[config.mk]
export PLATFORM = sky130hd
export DESIGN_NAME = reg_file_operand
export DESIGN_NICKNAME = d
export VERILOG_FILES = /design/src/rtl/reg_file_operand.sv
export SDC_FILE = /design/constraint.sdc
export NUM_CORES = 1
export LEC_CHECK = 0
export ABC_AREA = 1
export CELL_PAD_IN_SITES_DETAIL_PLACEMENT = 0
export CELL_PAD_IN_SITES_GLOBAL_PLACEMENT = 1
export CORE_UTILIZATION = 40
export DETAILED_ROUTE_END_ITERATION = 6
export PLACE_DENSITY_LB_ADDON = 0.1
export RECOVER_POWER = 50
export SYNTH_ARGS = -nofsm -noshare
export SYNTH_HDL_FRONTEND = slang
export SYNTH_SLANG_ARGS = --single-unit
[constraint.sdc]
create_clock -name Clk -period 1.9 [get_ports Clk]
set_input_delay 0.475 -clock Clk [delete_from_list [all_inputs] [get_ports Clk]]
set_output_delay 0.475 -clock Clk [all_outputs]
set_load 0.01 [all_outputs]
[src/rtl/reg_file_operand.sv]
// reg_file_operand: LC-3 register file and operand-select stage feeding the ALU.
//
// Holds R0..R(NUM_REGS-1), presents the SR1 operand on SR1_out (ALU Input_A) and
// either SR2 or sext(IR[IMM_W-1:0]) on SR2MUX_out (ALU Input_B). Writes the
// datapath bus back into the register file. Also owns the NZP condition codes
// and the registered BEN branch-enable flag consumed by the control FSM.
//
// Ports:
//   Clk         rising-edge clock
//   Reset_n     synchronous reset, active low; wins over every load
//   Bus         datapath bus: register write data and condition-code source
//   IR          current instruction register
//   LD_REG      write Bus into R[DR] at the edge
//   LD_CC       update NZP from Bus at the edge
//   LD_BEN      update BEN from IR[11:9] and the pre-edge NZP
//   DRMUX       0: DR = IR[11:9]   1: DR = R7
//   SR1MUX      0: SR1 = IR[11:9]  1: SR1 = IR[8:6]
//   SR2MUX      0: Input_B = R[IR[2:0]]  1: Input_B = sext(IR[IMM_W-1:0])
//   SR1_out     selected SR1 register value
//   SR2MUX_out  selected second ALU operand
//   NZP         condition codes {N, Z, P}
//   BEN         registered branch enable
//
// Reads are purely combinational from stored state with no write bypass, so a
// register written at an edge is only visible after that edge.

module reg_file_operand #(
  parameter int unsigned DATA_W   = 16,
  parameter int unsigned NUM_REGS = 8,
  parameter int unsigned IMM_W    = 5
) (
  input  logic              Clk,
  input  logic              Reset_n,
  input  logic [DATA_W-1:0] Bus,
  input  logic [15:0]       IR,
  input  logic              LD_REG,
  input  logic              LD_CC,
  input  logic              LD_BEN,
  input  logic              DRMUX,
  input  logic              SR1MUX,
  input  logic              SR2MUX,
  output logic [DATA_W-1:0] SR1_out,
  output logic [DATA_W-1:0] SR2MUX_out,
  output logic [2:0]        NZP,
  output logic              BEN
);

  // Register specifiers are fixed 3-bit fields of the LC-3 instruction word.
  localparam int unsigned RegIdxW = 3;
  localparam logic [RegIdxW-1:0] LinkReg = 3'b111;

  // ---------------------------------------------------------------------------
  // State
  // ---------------------------------------------------------------------------
  logic [DATA_W-1:0] regs_q [NUM_REGS];
  logic [DATA_W-1:0] regs_d [NUM_REGS];
  logic [2:0]        nzp_q, nzp_d;
  logic              ben_q, ben_d;

  // ---------------------------------------------------------------------------
  // Register specifier decode
  // ---------------------------------------------------------------------------
  logic [RegIdxW-1:0] dr_idx;
  logic [RegIdxW-1:0] sr1_idx;
  logic [RegIdxW-1:0] sr2_idx;

  always_comb begin
    dr_idx  = DRMUX  ? LinkReg : IR[11:9];
    sr1_idx = SR1MUX ? IR[8:6] : IR[11:9];
    sr2_idx = IR[2:0];
  end

  // IR[15:12] (opcode) and IR[5] (imm/reg mode bit) are decoded by the FSM.
  logic unused_ir;
  assign unused_ir = ^{IR[15:12], IR[5]};

  // ---------------------------------------------------------------------------
  // Register file write
  // ---------------------------------------------------------------------------
  always_comb begin
    for (int i = 0; i < NUM_REGS; i++) begin
      regs_d[i] = regs_q[i];
    end
    if (LD_REG) begin
      regs_d[dr_idx] = Bus;
    end
  end

  // ---------------------------------------------------------------------------
  // Condition codes
  // ---------------------------------------------------------------------------
  logic bus_neg;
  logic bus_zero;

  always_comb begin
    bus_neg  = Bus[DATA_W-1];
    bus_zero = (Bus == '0);
    nzp_d    = nzp_q;
    if (LD_CC) begin
      nzp_d = {bus_neg, bus_zero, ~bus_neg & ~bus_zero};
    end
  end

  // ---------------------------------------------------------------------------
  // Branch enable: always built from the NZP held before the edge, so a
  // same-cycle LD_CC never feeds the new codes into BEN.
  // ---------------------------------------------------------------------------
  always_comb begin
    ben_d = ben_q;
    if (LD_BEN) begin
      ben_d = (IR[11] & nzp_q[2]) | (IR[10] & nzp_q[1]) | (IR[9] & nzp_q[0]);
    end
  end

  // ---------------------------------------------------------------------------
  // Sequential state; synchronous reset discards any load in the same cycle.
  // ---------------------------------------------------------------------------
  always_ff @(posedge Clk) begin
    if (!Reset_n) begin
      for (int i = 0; i < NUM_REGS; i++) begin
        regs_q[i] <= '0;
      end
      nzp_q <= 3'b000;
      ben_q <= 1'b0;
    end else begin
      for (int i = 0; i < NUM_REGS; i++) begin
        regs_q[i] <= regs_d[i];
      end
      nzp_q <= nzp_d;
      ben_q <= ben_d;
    end
  end

  // ---------------------------------------------------------------------------
  // Operand select (combinational, no bypass)
  // ---------------------------------------------------------------------------
  logic [DATA_W-1:0] imm_sext;

  always_comb begin
    imm_sext   = {{(DATA_W-IMM_W){IR[IMM_W-1]}}, IR[IMM_W-1:0]};
    SR1_out    = regs_q[sr1_idx];
    SR2MUX_out = SR2MUX ? imm_sext : regs_q[sr2_idx];
  end

  assign NZP = nzp_q;
  assign BEN = ben_q;

endmodule

==> results.yml <==
timing:
  finalSetupViolations: 57
  slew_headroom: 0.272
  setup_ws_ns: -0.206
  slew_viol_final: 0
  finalHoldViolCount: 0
  fmax_mhz: 475
  fin_crit_sh: 1.11
  worstMarginPinSlew_ns: 1.09
  rsz0062_at_grt: "yes"
  skew_ns: 0.000302
  fin_crit_ns: 2.11
critical_path:
  start_kind: "input port"
  cp_num_buf_inv: 5
  end_kind: "primary output"
  crit_arrival_ns: 1.63
  cp.required_ns: 1.42
  crit_start: "SR1MUX"
  rr_worst_depth: 2
  critPathMaxFanout: 7
  cp_num_cells: 11
  r2r-start: "regs_q[7][2]"
  cp_cell_sequence: "buf_12 -> clkinv_8 -> nand2_8 -> buf_12 -> buf_6 -> nand3b_1 -> nand3_2 -> nand2_2 -> nand2_2 -> nand2_4 -> buf_6"
  path_delay_family: "buffers and inverters"
  r2r_slack_ns: 1.17
  critPathSlowestCell: "buf_12"
  slowest_delay_ns: 0.16
  worstSetupEndpoint: "SR1_out[8]"
  timing.rr.end: "regs_q[7][2]"
  criticalPathCategory: "input port to primary output"
routing:
  drtIter0Drc: 769
  vias_per_cell: 5.60
  totalWireLength_um: 32400
  drc: 4
  antenna_left: 0
  drt_first_pass_iters: 7
  vias: 8703
  wl_per_cell_um: 20.8
floorplanning:
  pin_count: 76
  initial_core_util: 0.411
  core_sq_um: 18100
  die_x_um: 138
  fp.dieH_um: 138
  row_count: 49
  die_area_sq_um: 19100
synth:
  synth_top_family_by_area: "simple AND/OR/NAND/NOR gates"
  synthAdderAreaFrac: 0
  synthTopCellsByArea: "dfxtp_1, nand2_1, o21ai_0"
  synth.avg_cell_area_sq_um: 6.26
  ys_ff_latch: 132
  synth_cell_type_count: 24
  ys_top_cells_by_count: "nand2_1, o21ai_0, dfxtp_1"
  syn_nets: 1228
  synth_compound_area_frac: 0.230
  synth_area_sq_um: 7440
  ys.flop_type: "dfxtp_1"
  synthXorXnorAreaFrac: 0
  synth_top_cell_area_share: 0.355
  synth-seq-area-share: 0.355
  yosys_warnings: 0
  synthArstFlopShare: 0
  yosysMostFrequentCell: "nand2_1"
  synthMuxAreaShare: 0
  syn_inst: 1188
  synth_edf_count: 0
  yosys.area.top_type: "dfxtp_1"
  synthSimpleGateAreaFrac: 0.289
cells_and_area:
  final_cells: 1554
  fin_util: 0.605
  layout-drive-gt1-share: 0.245
  nets: 1352
  n_antenna_cell: 0
  area_delta_synth_final_pct: 47.0
placed_design:
  dp_cells: 1471
  dp_hpwl_um: 17200
  port_buffers: 70
  place.gp.congestion: 0.798
global_route:
  grt_antenna_before_repair: 0
  grt_pass1_wl_um: 45600
  grt_overflow: 0
  grt_max_degree: 64
  grt_usage: 0.315
  grt_pass1_vias: 7931
clock_tree:
  cts.sinks: 132
  cts_buffers: 17
  htree_num_levels: 4
  clkLatencyLatePin_ns: 0.43
  ctsRootBufferMaster: "clkbuf_16"
  clk_pin_slew_ns: 0.06
  cts_tree: "built"
  clk_path_buf_depth: 2
min_path:
  hp-class: "flip-flop to flip-flop"
power_and_ir_drop:
  peakVddDrop_mv: 0.667
  powerDensity_nw_per_um2: 774
  p_leak_nw: 4.89
run_status:
  violations: "DRC, setup timing"
  status: "finished, violations left"
job:
  cap_violations: 0
==> what timing repair did <==
item                       in CTS  in global routing
hold buffers                    0                  0
gates resized for setup       310                107
setup endpoints to repair      32                 32
pin swaps                      49                 91
setup buffers                  25                  8
gates cloned                   16                 14
==> worst min path at each step <==
stage | endpoint | startpoint | depth (start not counted) | slack, ns
global route | regs_q[0][8] | regs_q[0][8] | 2 | 0.50
global placement | regs_q[0][5] | regs_q[0][5] | 2 | 0.45
detailed placement | regs_q[0][15] | regs_q[0][15] | 2 | 0.46
CTS | regs_q[2][12] | Reset_n | 3 | 0.44
floorplan | regs_q[4][3] | regs_q[4][3] | 2 | 0.44
finish | regs_q[3][14] | regs_q[3][14] | 2 | 0.47
==> layout by cell type, fill, tap and decap left out, types with 4 or more instances in the layout <==
cell type,Yosys,layout
clkdlybuf4s50_1,0,24
o211ai_1,43,43
buf_16,0,7
clkbuf_16,0,27
a21oi_1,105,100
bufinv_16,0,4
buf_6,0,46
nand3_1,130,102
a21oi_2,1,6
nand2_4,0,8
buf_12,0,34
nor2_4,2,4
o21ai_1,1,22
clkbuf_1,55,4
nor2_1,81,79
nand3b_1,15,15
nand3_2,0,25
nand2_1,273,217
dfxtp_1,132,130
nand2_2,1,46
buf_2,30,17
buf_4,7,54
o21ai_0,164,140
clkinv_2,0,5
inv_2,3,9
inv_1,126,117
buf_8,0,7
==> metrics by stage <==
stage          setup TNS [ns]  setup WS, ns  hold slack [ns]  power, mW  instance area (sq um)
2_1_floorplan               0         0.114            0.441       3.75                   7440
3_5_place_dp           -42.68         -1.12            0.458       4.45                   8910
4_1_cts                 -3.36        -0.217            0.443       8.32                  10600
6_report                -3.18        -0.206            0.472       8.46                  10900
5_1_grt                -10.80        -0.225            0.496       8.71                  10900
3_3_place_gp           -41.43         -1.12            0.453       4.44                   8910
==> final cells by class <==
class                      instances  area (sq um)
multi-input combinational        824          4310
inverter                         129           502
clock inverter                    10           154
timing repair buffer             208          2570
fill                            1673          7150
tap                              229           287
clock buffer                      22           464
sequential                       132          2650
==> worst register-to-register path, delay by kind of cell, from the launching register on <==
family | cells | cell delay, ns
AO/OA/AOI/OAI | 1 | 0.12
AND/OR/NAND/NOR | 1 | 0.15
flip-flops | 1 | 0.40
==> metal layers <==
metal  global-route usage  share of wire  vias up
met3               0.0599          0.080      106
met2                0.508           0.46      420
met4                0.141          0.041        0
met5                    0              0        -
met1                0.408           0.42     4031
li1                     -              -     4146
==> kinds of logic after synthesis <==
| logic type | after synthesis |
|---|---|
| and+or+nand+nor | 507 |
| AOI/OAI and AO/OA | 317 |
| buffers and inverters | 232 |
| DFF | 132 |
==> where the power goes <==
part           internal (mW)  total, mW  switching (mW)
Clock                   2.26       3.56            1.30
Sequential              2.86       2.90          0.0450
Combinational          0.886       2.00            1.11
==> sequential cells by signal, indices dropped and copies added, names as in the netlist <==
name    cells
BEN         1
NZP         3
regs_q    128
Power figures use the tool's default switching activity.
